File: src/rtl/sincos_seq.sv
`default_nettype none
// ============================================================================
//  Module      : sincos_seq
//  Description : Sequential sine/cosine evaluator in sign-magnitude fixed
//                point. Folds a full-range angle to a quarter turn, then runs
//                a 7th-order odd polynomial by Horner's rule on one shared
//                multiplier, first for sin and then for cos.
//  Revision    : 1.0 - initial release
// ============================================================================
module sincos_seq #(
   parameter int N = 24,   // total word width including the sign bit
   parameter int Q = 12    // fractional bits
) (
   input  logic         i_clk,
   input  logic         i_rst_n,
   input  logic         i_start,
   input  logic [N-1:0] i_angle,
   output logic         o_busy,
   output logic         o_valid,
   output logic [N-1:0] o_sin,
   output logic [N-1:0] o_cos
);

   // Magnitude width (everything except the sign bit)
   localparam int c_M = N - 1;

   // Polynomial and folding constants, floor(c * 2^Q), evaluated at elaboration
   localparam real c_PI      = 3.14159265358979323846;
   localparam real c_HALF_PI = c_PI / 2.0;
   localparam real c_SCALE   = 2.0 ** Q;

   localparam logic [c_M-1:0] c_K   = c_M'($rtoi(2.0 / c_PI * c_SCALE));
   localparam logic [c_M-1:0] c_C1  = c_M'($rtoi(c_HALF_PI * c_SCALE));
   localparam logic [c_M-1:0] c_C3  = c_M'($rtoi((c_HALF_PI ** 3) / 6.0 * c_SCALE));
   localparam logic [c_M-1:0] c_C5  = c_M'($rtoi((c_HALF_PI ** 5) / 120.0 * c_SCALE));
   localparam logic [c_M-1:0] c_C7  = c_M'($rtoi((c_HALF_PI ** 7) / 5040.0 * c_SCALE));
   localparam logic [c_M-1:0] c_ONE = c_M'(1) << Q;

   typedef enum logic [2:0] {
      S_IDLE   = 3'd0,
      S_RANGE  = 3'd1,
      S_EVAL_S = 3'd2,
      S_EVAL_C = 3'd3,
      S_DONE   = 3'd4
   } state_t;

   state_t r_state;
   state_t w_state_nxt;

   // Working registers
   logic [N-1:0]     r_angle;
   logic [c_M-1:0]   r_fs;
   logic [c_M-1:0]   r_fc;
   logic             r_ss;
   logic             r_sc;
   logic [c_M-1:0]   r_x2;
   logic [c_M-1:0]   r_h;
   logic [c_M-1:0]   r_sin_mag;
   logic [c_M-1:0]   r_cos_mag;
   logic [2:0]       r_step;

   // Output registers
   logic             r_busy;
   logic             r_valid;
   logic [N-1:0]     r_sin;
   logic [N-1:0]     r_cos;

   // Datapath wires
   logic [c_M-1:0]   w_x;
   logic [c_M-1:0]   w_mul_a;
   logic [c_M-1:0]   w_mul_b;
   logic [c_M-1:0]   w_base;
   logic [2*c_M-1:0] w_prod;
   logic [c_M-1:0]   w_mul;
   logic [c_M-1:0]   w_sub;
   logic [c_M-1:0]   w_res;
   logic [1:0]       w_q;
   logic [1:0]       w_qc;
   logic [c_M-1:0]   w_f;
   logic [c_M-1:0]   w_fs;
   logic [c_M-1:0]   w_fc;
   logic             w_last;

   assign w_last = (r_step == 3'd4);

   // State register
   always_ff @(posedge i_clk or negedge i_rst_n) begin
      if (!i_rst_n) begin
         r_state <= S_IDLE;
      end else begin
         r_state <= w_state_nxt;
      end
   end

   // Next-state logic: a fixed sequence once a request is accepted
   always_comb begin
      w_state_nxt = r_state;
      case (r_state)
         S_IDLE:   if (i_start) w_state_nxt = S_RANGE;
         S_RANGE:  w_state_nxt = S_EVAL_S;
         S_EVAL_S: if (w_last) w_state_nxt = S_EVAL_C;
         S_EVAL_C: if (w_last) w_state_nxt = S_DONE;
         S_DONE:   w_state_nxt = S_IDLE;
         default:  w_state_nxt = S_IDLE;
      endcase
   end

   // Operand selection for the single shared multiplier and the Horner subtract
   always_comb begin
      w_x     = (r_state == S_EVAL_C) ? r_fc : r_fs;
      w_mul_a = '0;
      w_mul_b = '0;
      w_base  = '0;
      if (r_state == S_RANGE) begin
         w_mul_a = r_angle[c_M-1:0];
         w_mul_b = c_K;
      end else if ((r_state == S_EVAL_S) || (r_state == S_EVAL_C)) begin
         case (r_step)
            3'd0: begin
               w_mul_a = w_x;
               w_mul_b = w_x;
            end
            3'd1: begin
               w_mul_a = r_x2;
               w_mul_b = c_C7;
               w_base  = c_C5;
            end
            3'd2: begin
               w_mul_a = r_x2;
               w_mul_b = r_h;
               w_base  = c_C3;
            end
            3'd3: begin
               w_mul_a = r_x2;
               w_mul_b = r_h;
               w_base  = c_C1;
            end
            default: begin
               w_mul_a = w_x;
               w_mul_b = r_h;
            end
         endcase
      end
   end

   // Fixed-point multiply: (a*b) >> Q, truncated to the magnitude width
   assign w_prod = {{c_M{1'b0}}, w_mul_a} * {{c_M{1'b0}}, w_mul_b};
   assign w_mul  = c_M'(w_prod >> Q);

   // Horner step; the operand ordering guarantees no underflow
   assign w_sub  = w_base - w_mul;

   // Final magnitude never exceeds 1.0
   assign w_res  = (w_mul > c_ONE) ? c_ONE : w_mul;

   // Quadrant folding from the scaled angle; bits above Q+1 wrap away
   assign w_q    = w_mul[Q+1:Q];
   assign w_qc   = w_q + 2'd1;
   assign w_f    = {{(c_M-Q){1'b0}}, w_mul[Q-1:0]};
   assign w_fs   = w_q[0]  ? (c_ONE - w_f) : w_f;
   assign w_fc   = w_qc[0] ? (c_ONE - w_f) : w_f;

   // Datapath and output registers, advanced by the current state
   always_ff @(posedge i_clk or negedge i_rst_n) begin
      if (!i_rst_n) begin
         r_angle   <= '0;
         r_fs      <= '0;
         r_fc      <= '0;
         r_ss      <= 1'b0;
         r_sc      <= 1'b0;
         r_x2      <= '0;
         r_h       <= '0;
         r_sin_mag <= '0;
         r_cos_mag <= '0;
         r_step    <= '0;
         r_busy    <= 1'b0;
         r_valid   <= 1'b0;
         r_sin     <= '0;
         r_cos     <= '0;
      end else begin
         r_valid <= 1'b0;
         case (r_state)
            S_IDLE: begin
               if (i_start) begin
                  r_angle <= i_angle;
                  r_busy  <= 1'b1;
               end
            end
            S_RANGE: begin
               r_fs   <= w_fs;
               r_fc   <= w_fc;
               r_ss   <= r_angle[N-1] ^ w_q[1];
               r_sc   <= w_qc[1];
               r_step <= '0;
            end
            S_EVAL_S, S_EVAL_C: begin
               case (r_step)
                  3'd0:             r_x2 <= w_mul;
                  3'd1, 3'd2, 3'd3: r_h  <= w_sub;
                  default: begin
                     if (r_state == S_EVAL_S) begin
                        r_sin_mag <= w_res;
                     end else begin
                        r_cos_mag <= w_res;
                     end
                  end
               endcase
               r_step <= w_last ? 3'd0 : (r_step + 3'd1);
            end
            S_DONE: begin
               // A zero magnitude is always reported with a positive sign
               r_sin   <= {r_ss & (r_sin_mag != '0), r_sin_mag};
               r_cos   <= {r_sc & (r_cos_mag != '0), r_cos_mag};
               r_valid <= 1'b1;
               r_busy  <= 1'b0;
            end
            default: begin
               r_busy <= 1'b0;
            end
         endcase
      end
   end

   assign o_busy  = r_busy;
   assign o_valid = r_valid;
   assign o_sin   = r_sin;
   assign o_cos   = r_cos;

endmodule
`default_nettype wire

File: config.mk
export PLATFORM = sky130hd
export DESIGN_NAME = sincos_seq
export DESIGN_NICKNAME = d
export VERILOG_FILES = /design/src/rtl/sincos_seq.sv
export SDC_FILE = /design/constraint.sdc
export NUM_CORES = 2
export LEC_CHECK = 0
export ABC_AREA = 1
export CORE_UTILIZATION = 65
export DETAILED_ROUTE_END_ITERATION = 16
export HOLD_SLACK_MARGIN = 0.05
export MAX_ROUTING_LAYER = met4
export PLACE_DENSITY_LB_ADDON = 0.12
export SYNTH_ARGS = -nofsm -noshare
export SYNTH_HDL_FRONTEND = slang
export SYNTH_SLANG_ARGS = --single-unit
File: constraint.sdc
create_clock -name i_clk -period 19.93 [get_ports i_clk]
set_input_delay 2.9895 -clock i_clk [delete_from_list [all_inputs] [get_ports i_clk]]
set_output_delay 2.9895 -clock i_clk [all_outputs]
set_load 0.02 [all_outputs]
; After elaboration in Yosys (flattened, before gate mapping)
; Index checks and enable logic that the tools add are counted.
[word_totals]
ff_bits = 220
inputBits = 27
out_inout_bits = 50
elab_cells = 77
[classes]
n_addsub = 4
n_mul = 1
magnitude_cmp = 1
eq_ne = 11
muxes = 22
bitwise = 6
n_reduce_logical = 17
[op_table]
columns = operator, n
row1 = two-way mux 23 bit, 9
row2 = one-hot mux 23 bit (2 select lines), 1
row3 = nonzero test 23 bit, 2
row4 = one-hot mux 13 bit (3 select lines), 1
row5 = multiplier 23 x 23 -> 35 bit, 1
row6 = two-way mux 13 bit, 2
row7 = "> comparator 23 x 13 -> 1 bit, second input constant", 1
row8 = subtractor 23 bit, 1
row9 = "subtractor 13 x 12 -> 14 bit, first input constant", 1
row10 = "equality test 3 x 2 -> 1 bit, second input constant", 4
row11 = two-way mux 3 bit, 4
row12 = one-hot mux 3 bit (4 select lines), 1
row13 = AND reduction 3 bit, 3
row14 = AND reduction 2 bit, 4
row15 = "equality test 3 x 1 -> 1 bit, second input constant", 2
row16 = "equality test 3 bit, second input constant", 2
row17 = logical NOT 3 bit, 2
row18 = "!= test 2 bit, second input constant", 3
row19 = one-hot mux 3 bit (2 select lines), 1
row20 = OR reduction 3 bit, 2
row21 = OR reduction 4 bit, 1
row22 = "adder 3 x 1 -> 3 bit, second input constant", 1
row23 = inverter 1 bit, 3
row24 = "adder 2 x 1 -> 2 bit, second input constant", 1
row25 = other kinds (7), 9

; Depth between registers and ports, before layout
[depth]
ltp_word = 8
mapped_depth = 49
ltp_nobuf = 46

; Least setup slack after synthesis
; OpenSTA, ideal clock, no wires.
[synth_path]
path_kind = reg2reg
startpoint = reg r_step[0]
endpoint = reg r_h[20]
setup_time_ps = 118
t_arrival_ps = 8368
required_ps = 19812
slack_ps = 11444
path_stages_with_launch = 49
path_buffers = 3
period_less_slack_ps = 8486
cell_sequence = dfrtp_1 -> ha_1 -> ha_1 -> inv_1 -> nand3_2 -> buf_6 -> inv_4 -> clkbuf_1 -> nand2_1 -> o211ai_1 -> o21ai_0 -> inv_1 -> clkbuf_1 -> nor2_1 -> fa_1 -> inv_1 -> fa_1 -> inv_1 -> (+13 left out) -> o21ai_0 -> a21oi_1 -> nand2_1 -> nor2_1 -> nor2_2 -> ha_1 -> a21oi_1 -> inv_1 -> nand4_1 -> nand2_1 -> nand4_1 -> nand2_1 -> inv_1 -> nand2_1 -> nand2_1 -> nand2_1 -> nand3_1 -> nand2_1
[synth_via]
elab_chain_len = 7
word_cells_on_any_way = 17
classes_between = add/sub (1) / mul (1) / eq/ne (3) / mux (9) / reduce/logical (3)
[synth_lines]
columns = item, line_no
row1 = from (decl), 60  ; logic [2:0] r_step;
row2 = from (signal assigned), 208  ; r_step <= w_last ? 3'd0 : (r_step + 3'd1);
row3 = equality test 3 x 1 -> 1 bit / equality test 3 x 2 -> 1 bit (equally long branches), "118, 197"
row4 = OR reduction 3 bit (no source line), --
row5 = two-way mux 23 bit, 118  ; case (r_step)
row6 = two-way mux 23 bit, 117  ; end else if ((r_state == S_EVAL_S) || (r_state == S_EVAL_C)) begin
row7 = two-way mux 23 bit, 114  ; if (r_state == S_RANGE) begin
row8 = multiplier 23 x 23 -> 35 bit, 147  ; assign w_prod = {{c_M{1'b0}}, w_mul_a} * {{c_M{1'b0}}, w_mul_b};
row9 = subtractor 23 bit, 151  ; assign w_sub = w_base - w_mul;
row10 = to (signal assigned), 199  ; 3'd1, 3'd2, 3'd3: r_h <= w_sub;
row11 = to (decl), 57  ; logic [c_M-1:0] r_h;
; Several ways; a longest one is shown, not always the timed one.
; A chain may end at the register's enable or synchronous reset.

; Final worst setup path
[layout_path]
startpoint = reg r_step[0]
endpoint = reg r_fs[7]
[layout_via]
word_cells_on_any_way = 14
classes_between = add/sub (1) / mul (1) / eq/ne (3) / mux (7) / reduce/logical (2)
[layout_lines]
columns = item, line_no
row1 = equality test 3 x 1 -> 1 bit / equality test 3 x 2 -> 1 bit (equally long branches), 118
row2 = OR reduction 3 bit (no source line), --
row3 = two-way mux 23 bit, 118
row4 = two-way mux 23 bit, 117
row5 = two-way mux 23 bit, 114
row6 = multiplier 23 x 23 -> 35 bit (*), 147
row7 = via w_prod[24], 73  ; logic [2*c_M-1:0] w_prod;
row8 = two-way mux 23 bit (*), 160  ; assign w_fs = w_q[0] ? (c_ONE - w_f) : w_f;
row9 = to (signal assigned), 190  ; r_fs <= w_fs;
row10 = to (decl), 52  ; logic [c_M-1:0] r_fs;
; The timed path passes the listed nets; every way through them passes the cells marked *.

==> impl_metrics.tcl <==
set metrics [dict create \
    status "finished clean" \
    start_util 0.659 \
    worstMarginPinSlew_ns 1.43 \
    vias_per_cell 5.93 \
    r2r_end "r_fs[7]" \
    root_buffer "clkbuf_16" \
    worst_path_most_repeated_cell "inv_1" \
    cp.required_ns 20.31 \
    cts_resized 0 \
    grt_pass1_vias 22200 \
    clk_pin_slew_ns 0.09 \
    tns_ns 0 \
    critPathKind "reg2reg" \
    crit_start "r_step[0]" \
    pin_count 77 \
    synth_top_cell_by_area "fa_1" \
    hp-class "reg2reg" \
    wl_per_cell_um 22.4 \
    stdcell_count 3653 \
    drtIter0Drc 2664 \
    pre_cts_slack_ns 8.85 \
    grt_use_total 0.455 \
    clockBufferDepth 2 \
    synthCells 3107 \
    cp_slowest_cell "nor2_1" \
    grt_overflow 0 \
    synth_edf_count 0 \
    cts_setup_buffers 0 \
    max-slew-margin-rel 0.0374 \
    cpPeakStageDelay_ns 0.82 \
    antenna_found_initial 1 \
    drv_slew 0 \
    crit_arrival_ns 11.93 \
    end_kind "flip-flop" \
    rsz0062_at_grt "false" \
    min_from "r_sin_mag[19]" \
    async_flop_share 1.00 \
    maxCapViolCount 0 \
    grt.met1_usage 0.596 \
    ff2ff_setup_slack_ns 8.37 \
    gr-usage-met3 0.137 \
    yosysTopAreaCellShare 0.313 \
    place.port_buffers 76 \
    grt_max_degree 115 \
    seq_area_um2 4980 \
    post-route-period-util 0.580 \
    multiInputGateArea_um2 16700 \
    cts_sinks 199 \
    hold_viol 0 \
    grt_busiest_layer "met2" \
    fin_ws_ns 8.37 \
    yosys-top-cells-area "fa_1, dfrtp_1, nand2_1, inv_1, ha_1" \
    endpoint "r_fs[7]" \
    htreeDepth 4 \
    cts_tree "built" \
    setup_violations 0 \
    die_x_um 197 \
    ctsHoldBuffers 0 \
    met2_usage 0.649 \
    route.vias.total 21700 \
    syn_nets 3650 \
    ys_top_cells_by_count "nand2_1, inv_1, fa_1, nor2_1, dfrtp_1" \
    core_area_um2 37500 \
    cts_buffers 17 \
    synth.most_common_cell "nand2_1" \
    worstSetupStartpointType "flip-flop" \
    synth-seq-cells 199 \
    ff2ff_path_depth 38 \
    dp.cells 3619 \
    routabilityCongestion 1.06 \
    r2r-start "r_step[0]" \
    die_h_um 197 \
    insertion_delay_ns 0.46 \
    drc_errors 0 \
    dp_hpwl_mm 64.3 \
    ant_nets 0 \
    max_clock_freq_ghz 0.0865 \
    grt_pass1_wl_mm 126 \
    min_period_ns 11.56 \
    synthFlopType "dfrtp_1" \
    die_area_um2 38800 \
    synthesis.area_um2 24700 \
    routed_wl_mm 81.7 \
    synthDistinctLibCells 57 \
    yosysSeqAreaShare 0.202 \
    rows 71 \
    yosys_warnings 0 \
    fin_util 0.709 \
    fillers 3112 \
    clock_skew_ns 0.0205 \
    fin_nets 3671 \
    dr.pass1.iters 6 \
    drive_gt1_frac 0.0532 \
    cp_max_fo 20 \
    synth_area_per_cell_um2 7.95 \
    area_growth_pct 7.66 \
]
[final cells by class]
cell class / count / share of cell area
repair buffers: 108 / 0.0385
well taps: 511 / 0.0240
clock inverters: 15 / 0.00884
multi-input cells: 2107 / 0.627
clock buffers: 17 / 0.0160
diodes: 1 / 0.0000941
flip-flops and latches: 199 / 0.187
inverters: 695 / 0.0984
[sequential cells by signal, indices dropped and copies added, names as in the netlist, 3 cells and up]
| register | flops |
|---|---|
| o_sin | 24 |
| r_cos_mag | 23 |
| r_fs | 13 |
| o_cos | 24 |
| r_sin_mag | 23 |
| r_state | 3 |
| r_fc | 12 |
| r_step | 3 |
| r_angle | 24 |
| r_x2 | 23 |
| r_h | 23 |
[worst min-delay path by stage]
stage / endpoint / cells past startpoint
2_1_floorplan: r_cos_mag[14] / 2
3_3_place_gp: r_cos_mag[18] / 2
3_5_place_dp: r_sin_mag[19] / 2
4_1_cts: r_sin_mag[19] / 2
5_1_grt: r_cos_mag[15] / 2
6_report: r_sin_mag[19] / 2
[through the flow]
step | hold WS (ns) | instance area [um^2]
finish | 0.473 | 26600
global route | 0.494 | 26600
CTS | 0.475 | 26600
detailed placement | 0.453 | 25900
global placement | 0.450 | 25900
floorplan | 0.436 | 24700
[worst max-delay path: cells and delay by family, from the launching register on]
kind	cells	cell delay, ns
fa+ha+maj	10	4.39
simple gates	11	2.63
buf+inv	11	2.06
compound gates	6	1.93
flops	1	0.43
[cells in the final DEF, fill, tap and decap left out, types with 5 or more instances in the layout]
master,synthesis,final
inv_2,22,22
o221ai_1,10,10
nand2_2,23,24
a21oi_1,57,57
or2_2,5,5
inv_1,662,662
o21bai_1,9,9
fa_1,386,386
o211ai_1,16,16
xor2_1,13,13
clkdlybuf4s50_1,0,75
a22oi_1,8,8
a31oi_1,22,22
xnor2_1,10,10
o21ai_0,109,104
mux2_2,10,10
o21ai_1,9,12
nor2_4,5,5
ha_1,130,130
nor3_1,14,13
nor4_1,7,7
nand4_1,22,22
nor2_1,285,285
dfrtp_1,199,199
nand3b_1,5,5
clkinv_1,8,8
nand3_2,7,7
clkbuf_16,0,17
buf_4,5,31
nand3_1,122,122
nand2_1,782,781
clkinv_8,0,5
[per-layer routing]
metal,vias up,wire length [um]
li1,9324,-
met1,10600,31000
met2,1431,35000
met3,317,11100
met4,0,4730
met5,-,0
[cells by family after synthesis]
logic type	synth area share
XOR/XNOR	0.0132
AO/OA/AOI/OAI	0.0589
AND/OR/NAND/NOR	0.218
buffers and inverters	0.124
adder cells (fa/ha/maj)	0.379
multiplexers	0.00537
flip-flops	0.202
Power is left out: the tool's default activity adds up to more than one toggle a clock period on the data nets, which glitch-free logic cannot reach.
